$ cat config.mk
export PLATFORM = sky130hd
export DESIGN_NAME = mem_arbiter
export DESIGN_NICKNAME = d
export VERILOG_FILES = /design/src/rtl/mem_arb_pkg.sv /design/src/rtl/rr_pick.sv /design/src/rtl/mem_arbiter.sv
export SDC_FILE = /design/constraint.sdc
export NUM_CORES = 1
export LEC_CHECK = 0
export BUFFER_PORTS_ARGS = -buffer_cell sky130_fd_sc_hd__buf_4
export CORE_UTILIZATION = 40
export DETAILED_ROUTE_END_ITERATION = 10
export GPL_ROUTABILITY_DRIVEN = 0
export PLACE_DENSITY = 0.71
export SLEW_MARGIN = 20
export SYNTH_ARGS = -nofsm -noshare
export SYNTH_HDL_FRONTEND = slang
export SYNTH_HIERARCHICAL = 1
export SYNTH_SLANG_ARGS = --single-unit
$ cat constraint.sdc
create_clock -name clk50MHz -period 2.4 [get_ports clk50MHz]
set_input_delay 0.6 -clock clk50MHz [delete_from_list [all_inputs] [get_ports clk50MHz]]
set_output_delay 0.6 -clock clk50MHz [all_outputs]
set_load 0.01 [all_outputs]
$ cat src/rtl/mem_arb_pkg.sv
// ---------------------------------------------------------------------------
// mem_arb_pkg
// Shared encodings for the two-requester memory arbiter: the three FSM
// states and the owner identifiers used by the arbiter and by rr_pick.
// No ports (package).
// ---------------------------------------------------------------------------
package mem_arb_pkg;

    typedef enum logic [1:0] {
        S_IDLE   = 2'd0,
        S_ACCESS = 2'd1,
        S_DONE   = 2'd2
    } state_t;

    typedef enum logic {
        OWN_CPU = 1'b0,
        OWN_IO  = 1'b1
    } owner_t;

endpackage

$ cat src/rtl/rr_pick.sv
// ---------------------------------------------------------------------------
// rr_pick
// Chooses which of the two requesters (CPU or I/O) gets the next memory
// access.
//
// Optional feature macro: MEM_ARB_RR_EN
//   defined   : ties go to the requester that was not served last; a
//               last-served pointer is kept and updated on every grant.
//   undefined : ties always go to the CPU and no pointer exists.
//
// Ports
//   clk         in   clock, rising-edge active
//   reset       in   synchronous active-high reset (pointer -> IO)
//   cpu_req     in   CPU request
//   io_req      in   I/O request
//   grant_en    in   high in the cycle the arbiter accepts this grant
//   grant_valid out  at least one request is present
//   grant_owner out  selected owner (OWN_CPU / OWN_IO)
// ---------------------------------------------------------------------------
module rr_pick
    import mem_arb_pkg::*;
(
    input  logic clk,
    input  logic reset,
    input  logic cpu_req,
    input  logic io_req,
    input  logic grant_en,
    output logic grant_valid,
    output logic grant_owner
);

    assign grant_valid = cpu_req | io_req;

`ifdef MEM_ARB_RR_EN

    owner_t lastServed_q;

    // Last-served pointer; resets to IO so the CPU takes the first tie.
    always_ff @(posedge clk) begin
        if (reset) begin
            lastServed_q <= OWN_IO;
        end else if (grant_en) begin
            lastServed_q <= owner_t'(grant_owner);
        end
    end

    // A lone request always wins; a tie goes to whoever was not served last.
    always_comb begin
        grant_owner = OWN_CPU;
        if (cpu_req && io_req) begin
            grant_owner = (lastServed_q == OWN_CPU) ? OWN_IO : OWN_CPU;
        end else if (io_req) begin
            grant_owner = OWN_IO;
        end
    end

`else

    // Fixed priority: the CPU wins whenever it is requesting.
    always_comb begin
        grant_owner = OWN_CPU;
        if (!cpu_req && io_req) begin
            grant_owner = OWN_IO;
        end
    end

    // Clock, reset and grant_en only feed the pointer, which this build lacks.
    logic unused_ptrInputs;
    assign unused_ptrInputs = clk & reset & grant_en;

`endif

endmodule

$ cat src/rtl/mem_arbiter.sv
// ---------------------------------------------------------------------------
// mem_arbiter
// Shares one single-port synchronous RAM (one-cycle read latency) between a
// CPU and an I/O (display/DMA) requester. Each access runs IDLE -> ACCESS ->
// DONE: requests are sampled only in IDLE, the memory outputs are held
// through ACCESS, and the owner's ack (with read data) is registered as the
// FSM returns to IDLE, so ack is high two cycles after the accepting edge.
//
// Optional feature macro: MEM_ARB_RR_EN (round-robin tie breaking, in rr_pick)
//
// Ports
//   clk50MHz              in   clock, rising-edge active
//   reset                 in   synchronous active-high reset
//   cpu_req/cpu_we        in   CPU request / write enable
//   cpu_addr/cpu_wdata    in   CPU address / write data   [WIDTH]
//   cpu_ack               out  CPU completion pulse
//   cpu_rdata             out  CPU read data               [WIDTH]
//   io_*                  -    same set for the I/O requester
//   mem_we                out  RAM write enable
//   mem_addr/mem_wdata    out  RAM address / write data   [WIDTH]
//   mem_rdata             in   RAM read data              [WIDTH]
// ---------------------------------------------------------------------------
module mem_arbiter
    import mem_arb_pkg::*;
#(
    parameter int WIDTH = 16
) (
    input  logic             clk50MHz,
    input  logic             reset,
    input  logic             cpu_req,
    input  logic             cpu_we,
    input  logic [WIDTH-1:0] cpu_addr,
    input  logic [WIDTH-1:0] cpu_wdata,
    output logic             cpu_ack,
    output logic [WIDTH-1:0] cpu_rdata,
    input  logic             io_req,
    input  logic             io_we,
    input  logic [WIDTH-1:0] io_addr,
    input  logic [WIDTH-1:0] io_wdata,
    output logic             io_ack,
    output logic [WIDTH-1:0] io_rdata,
    output logic             mem_we,
    output logic [WIDTH-1:0] mem_addr,
    output logic [WIDTH-1:0] mem_wdata,
    input  logic [WIDTH-1:0] mem_rdata
);

    state_t           state_q,    state_d;
    owner_t           owner_q,    owner_d;
    logic             accWe_q,    accWe_d;
    logic             memWe_q,    memWe_d;
    logic [WIDTH-1:0] memAddr_q,  memAddr_d;
    logic [WIDTH-1:0] memWdata_q, memWdata_d;
    logic             cpuAck_q,   cpuAck_d;
    logic             ioAck_q,    ioAck_d;
    logic [WIDTH-1:0] cpuRdata_q, cpuRdata_d;
    logic [WIDTH-1:0] ioRdata_q,  ioRdata_d;

    logic grantValid;
    logic grantOwner;
    logic grantEn;

    // The selector only advances its pointer when a grant is actually taken.
    assign grantEn = (state_q == S_IDLE) && grantValid;

    rr_pick u_pick (
        .clk         (clk50MHz),
        .reset       (reset),
        .cpu_req     (cpu_req),
        .io_req      (io_req),
        .grant_en    (grantEn),
        .grant_valid (grantValid),
        .grant_owner (grantOwner)
    );

    // State and datapath registers; reset aborts any access in flight.
    always_ff @(posedge clk50MHz) begin
        if (reset) begin
            state_q    <= S_IDLE;
            owner_q    <= OWN_CPU;
            accWe_q    <= 1'b0;
            memWe_q    <= 1'b0;
            memAddr_q  <= '0;
            memWdata_q <= '0;
            cpuAck_q   <= 1'b0;
            ioAck_q    <= 1'b0;
            cpuRdata_q <= '0;
            ioRdata_q  <= '0;
        end else begin
            state_q    <= state_d;
            owner_q    <= owner_d;
            accWe_q    <= accWe_d;
            memWe_q    <= memWe_d;
            memAddr_q  <= memAddr_d;
            memWdata_q <= memWdata_d;
            cpuAck_q   <= cpuAck_d;
            ioAck_q    <= ioAck_d;
            cpuRdata_q <= cpuRdata_d;
            ioRdata_q  <= ioRdata_d;
        end
    end

    // Next-state logic. accWe_q remembers the direction of the access because
    // mem_we has already dropped by the time DONE decides whether to load
    // read data.
    always_comb begin
        state_d    = state_q;
        owner_d    = owner_q;
        accWe_d    = accWe_q;
        memWe_d    = memWe_q;
        memAddr_d  = memAddr_q;
        memWdata_d = memWdata_q;
        cpuAck_d   = 1'b0;
        ioAck_d    = 1'b0;
        cpuRdata_d = cpuRdata_q;
        ioRdata_d  = ioRdata_q;

        case (state_q)
            S_IDLE: begin
                memWe_d = 1'b0;
                if (grantValid) begin
                    state_d = S_ACCESS;
                    owner_d = owner_t'(grantOwner);
                    if (grantOwner == OWN_CPU) begin
                        accWe_d    = cpu_we;
                        memWe_d    = cpu_we;
                        memAddr_d  = cpu_addr;
                        memWdata_d = cpu_wdata;
                    end else begin
                        accWe_d    = io_we;
                        memWe_d    = io_we;
                        memAddr_d  = io_addr;
                        memWdata_d = io_wdata;
                    end
                end
            end
            S_ACCESS: begin
                state_d = S_DONE;
                memWe_d = 1'b0;
            end
            S_DONE: begin
                // RAM data for the address held in ACCESS is valid now.
                state_d = S_IDLE;
                if (owner_q == OWN_CPU) begin
                    cpuAck_d = 1'b1;
                    if (!accWe_q) begin
                        cpuRdata_d = mem_rdata;
                    end
                end else begin
                    ioAck_d = 1'b1;
                    if (!accWe_q) begin
                        ioRdata_d = mem_rdata;
                    end
                end
            end
            default: begin
                state_d = S_IDLE;
                memWe_d = 1'b0;
            end
        endcase
    end

    assign mem_we    = memWe_q;
    assign mem_addr  = memAddr_q;
    assign mem_wdata = memWdata_q;
    assign cpu_ack   = cpuAck_q;
    assign io_ack    = ioAck_q;
    assign cpu_rdata = cpuRdata_q;
    assign io_rdata  = ioRdata_q;

endmodule
**Word level (Yosys, flattened, before mapping)**

Index checks and enable logic that the tools add are counted.

- Mux-type cells: 10
- Equal/unequal tests: 3
- Bitwise logic cells: 4
- Reductions and logical operators: 7

Operator list:

| cell | number |
|---|---|
| 16-bit 2-to-1 mux | 2 |
| 3-bit AND reduction | 2 |
| 1-bit 2-to-1 mux | 5 |
| 2-bit one-hot mux with 2 select lines | 1 |
| 1-bit inverter | 3 |
| 2-bit by 1-bit equality test with 1-bit output (second input constant) | 1 |
| 2-bit equality test (second input constant) | 1 |
| 2-bit zero test | 1 |
| 2-bit 2-to-1 mux | 1 |
| 2-bit != test (second input constant) | 1 |
| 1-bit one-hot mux with 2 select lines | 1 |
| 2-bit AND reduction | 1 |
| 2-bit OR reduction | 1 |
| 1-bit logical AND | 1 |
| 1-bit zero test | 1 |
| 1-bit OR | 1 |

- Output and inout port bits: 67
- Register bits: 71
- Logic and storage cells: 34

**Logic depth before layout (Yosys ltp)**

- Depth after elaboration: 6
- Gate-level depth with buffers: 5

**Cells and area by module**

Netlist, hierarchy kept.

By module, submodules not included:

| module | cells an instance | area an instance (um^2) | instances |
|---|---|---|---|
| mem_arbiter | 287 | 3051.7 | 1 |
| rr_pick | 2 | 12.5 | 1 |

**Least setup slack after synthesis**

Ideal clock, no wire load.

- Path kind: in2reg
- From: input io_req
- To: register memAddr_q[2], in the netlist mem_addr[2]
- Buffers on the path: 2
- Setup time: 0.131 ns
- Slack: 0.700 ns
- Stages on the path: 5
- Arrival time: 1.569 ns
- Cell sequence: nor2b_1 -> clkbuf_1 -> buf_2 -> mux2i_1 -> o32ai_2

- Longest elaborated chain between the ends: 3

Ends and longest elaborated chain:

| what | RTL line | text |
|---|---|---|
| start, declared | mem_arbiter.sv:36 | `input logic io_req,` |
| 1-bit logical AND | rr_pick.sv:62 | `if (!cpu_req && io_req) begin` |
| 1-bit 2-to-1 mux | rr_pick.sv:62 |  |
| 16-bit 2-to-1 mux | mem_arbiter.sv:124 | `if (grantOwner == OWN_CPU) begin` |
| end signal, assigned | mem_arbiter.sv:94 | `memAddr_q <= memAddr_d;` |
| end, declared | mem_arbiter.sv:52 | `logic [WIDTH-1:0] memAddr_q, memAddr_d;` |

Parallel ways exist; a longest one is shown, timed or not.
A chain may end at the register's enable or synchronous reset.

**Worst setup path in the final report**

- From: input cpu_req
- To: register owner_q

RTL lines:

| what | RTL line | text |
|---|---|---|
| start, declared | mem_arbiter.sv:30 | `input logic cpu_req,` |
| 1-bit OR | rr_pick.sv:32 | `assign grant_valid = cpu_req \| io_req;` |
| via grantValid | mem_arbiter.sv:59 | `logic grantValid;` |
| 2-bit AND reduction (no line) | n/a |  |
| end signal, assigned | mem_arbiter.sv:91 | `owner_q <= owner_d;` |
| end, declared | mem_arbiter.sv:49 | `owner_t owner_q, owner_d;` |

The timed path passes the listed nets, and every way through them passes these cells.

==> key figures <==
Status
  • Outcome: finished, final reports clean

Cells and area
  • Register area: 0.00142 mm^2
  • # nets final: 522
  • Post-route cell area: 0.00452 mm^2
  • Final core utilization: 61.6%
  • Antenna diodes: 0
  • Layout cells sized above 1: 41.0%
  • Fill cells: 622
  • Synth-to-layout area growth: 47.5%
  • Footprint of the multi-input gates: 0.00139 mm^2
  • Commonest non-fill, non-tap cells in the layout: 158 x buf_4, 71 x dfxtp_1, 66 x mux2i_1
  • Leading cell type in the layout, fill and taps excluded: buf_4

Place
  • Area after DPL: 0.00429 mm^2
  • I/O Buffers: 152
  • Hpwl dp: 5380 um

Timing
  • Slew @ Worst Pin: 0.501 ns
  • Fin crit period: 1.59 ns
  • Achievable Freq: 628 MHz
  • Crit share post-route: 66.3%
  • Post-Route Setup TNS: 0 ns
  • Slew Limit Fails: 0
  • Max_slew headroom: 66.6%
  • Fin. Hold Viols: 0
  • Final setup fails: 0
  • RSZ-0062 raised after global routing: no
  • Final setup skew: 0.0104 ns

Setup path
  • Req. time, crit path: 2.65 ns
  • CP top delay family: simple AND/OR/NAND/NOR gates
  • Setup CP Type: primary input to flip-flop
  • Crit path top cell by count: buf_4
  • Startpoint type of the worst setup path: primary input
  • CP cell instances: buf_4 > or2_1 > nor3b_4 > buf_4 > mux2i_1
  • CP arrival: 1.84 ns
  • CP max stage delay: 0.46 ns
  • Worst Path Buf+Inv: 2
  • Critical Path End Type: flip-flop
  • CP max FO: 23
  • Slowest-stage cell, CP: nor3b_4

Synth
  • Yosys warns: 6
  • Count of cell types in the netlist: 20
  • Post-synthesis sequential area ratio: 46.4%
  • FF+latch count, synth: 71
  • Post-Syn Area per Cell: 10.6 um^2
  • Mapped Nets: 375
  • Synthesized area: 0.00306 mm^2
  • Cell count after synthesis: 289

Clocking
  • CTS tree: done
  • Root buffer cell: clkbuf_8
  • Num CTS Buffers: 9
  • Post-cts resize count: 0
  • Max Buffers Root-to-Sink: 2
  • H-tree depth: 3
  • Post-CTS Setup Bufs: 0
  • Clock sinks: 71
  • Clock transition at path regs: 0.07 ns
  • CTS hold repair buffers: 0
  • Clk Latency, worst-skew pair: 0.32 ns

Pwr
  • Leakage: 2.06 nW
  • Pwr dens: 628 mW/mm^2
  • Worst VDD drop: 353 uV

Global routing
  • Initial antenna violation count: 0
  • Gr ovfl total: 0
  • All-Layer GR Usage: 18.3%
  • Vias in the first global route: 2,372
  • Wire length of the first global-routing pass: 11,200 um
  • Largest net degree at the start of global routing: 56

Routing
  • DR pass1 iterations: 4
  • Iter 0 DRT Violations: 87
  • Antenna viol nets, final: 0
  • DR DRC count: 0
  • Via count: 2,533
  • Wire length per cell: 13.8 um
  • Final WL: 7430 um
  • Vias per inst: 4.69

Floorplan
  • Total die area: 0.00801 mm^2
  • # rows: 31
  • Initial Util: 41.8%
  • Num ports: 153
  • CORE AREA: 0.00733 mm^2
  • Die span in y: 89.5 um
  • Die X: 89.5 um

Min path
  • Worst min path class: flip-flop to flip-flop

Run
  • Max Cap Viol: 0
[Yosys cell counts]
| library cell | count | area (um^2) |
|---|---|---|
| o32ai_1 | 31 | 272 |
| nand2b_1 | 50 | 313 |
| o2bb2ai_1 | 1 | 8.76 |
| buf_6 | 1 | 11.3 |
| or2_1 | 1 | 6.26 |
| o32ai_2 | 2 | 32.5 |
| inv_1 | 34 | 128 |
| nand4bb_1 | 1 | 11.3 |
| and2_1 | 1 | 6.26 |
| nor2b_1 | 2 | 12.5 |
| or4b_1 | 1 | 10.0 |
| buf_2 | 6 | 30.0 |
| buf_4 | 2 | 15.0 |
| clkbuf_1 | 12 | 45.0 |
| nor3b_2 | 1 | 12.5 |
| dfxtp_1 | 71 | 1420 |
| buf_8 | 3 | 45.0 |
| nor4b_1 | 1 | 8.76 |
| nor3b_1 | 2 | 15.0 |
| mux2i_1 | 66 | 661 |
[cells by family (layout without fill, tap and decap cells)]
| family | count (synthesis) | count (layout) | synth area share, % |
|---|---|---|---|
| DFF | 71 | 71 | 46.4 |
| AOI/OAI and AO/OA | 34 | 34 | 10.2 |
| muxes | 66 | 66 | 21.6 |
| buffers and inverters | 58 | 210 | 8.94 |
| and+or+nand+nor | 60 | 60 | 12.9 |
[cell type report]
class	instances	area share, %
sequential	71	31.5
inverter	34	2.82
multi-input combinational	160	30.7
clock inverter	5	1.77
timing repair buffer	160	27.1
tap	99	2.74
clock buffer	11	3.35
[state kept, by name, indices dropped and copies added (netlist names)]
register,count
cpu_rdata,16
mem_addr,16
cpu_ack,1
state_q,2
owner_q,1
mem_wdata,16
io_ack,1
accWe_q,1
io_rdata,16
mem_we,1
[layer usage]
layer  share of wire (%)  global-route usage [%]  wire length, um
met1                  44                    22.1             3260
met3                 5.4                    3.42              403
met4                0.58                    5.63               43
met5                   0                       0                0
met2                  50                    32.8             3720
[worst paths after layout]
check / start / to / slack (ns) / cells after the start
max: cpu_req / owner_q / 0.81 / 5
min reg2reg: mem_we / mem_we / 0.47 / 1
max reg2reg: state_q[1] / owner_q / 0.89 / 3
min: mem_we / mem_we / 0.47 / 1
[power by group]
part / internal (W) / switching, W / leakage [nW]
clock network: 0.000640 / 0.000424 / 0.112
logic: 0.000274 / 0.000212 / 1.37
registers: 0.00125 / 0.0000406 / 0.580
[per-stage QoR]
step | instances | total power [W] | hold slack (ns) | worst slack [ns]
6_report | 540 | 0.00284 | 0.470 | 0.808
5_1_grt | 540 | 0.00298 | 0.497 | 0.695
4_1_cts | 540 | 0.00288 | 0.478 | 0.806
3_5_place_dp | 524 | 0.00181 | 0.455 | 0.472
3_3_place_gp | 524 | 0.00180 | 0.448 | 0.486
2_1_floorplan | 289 | 0.00155 | 0.441 | 0.700
No activity file was read; power rests on OpenSTA's default activity.
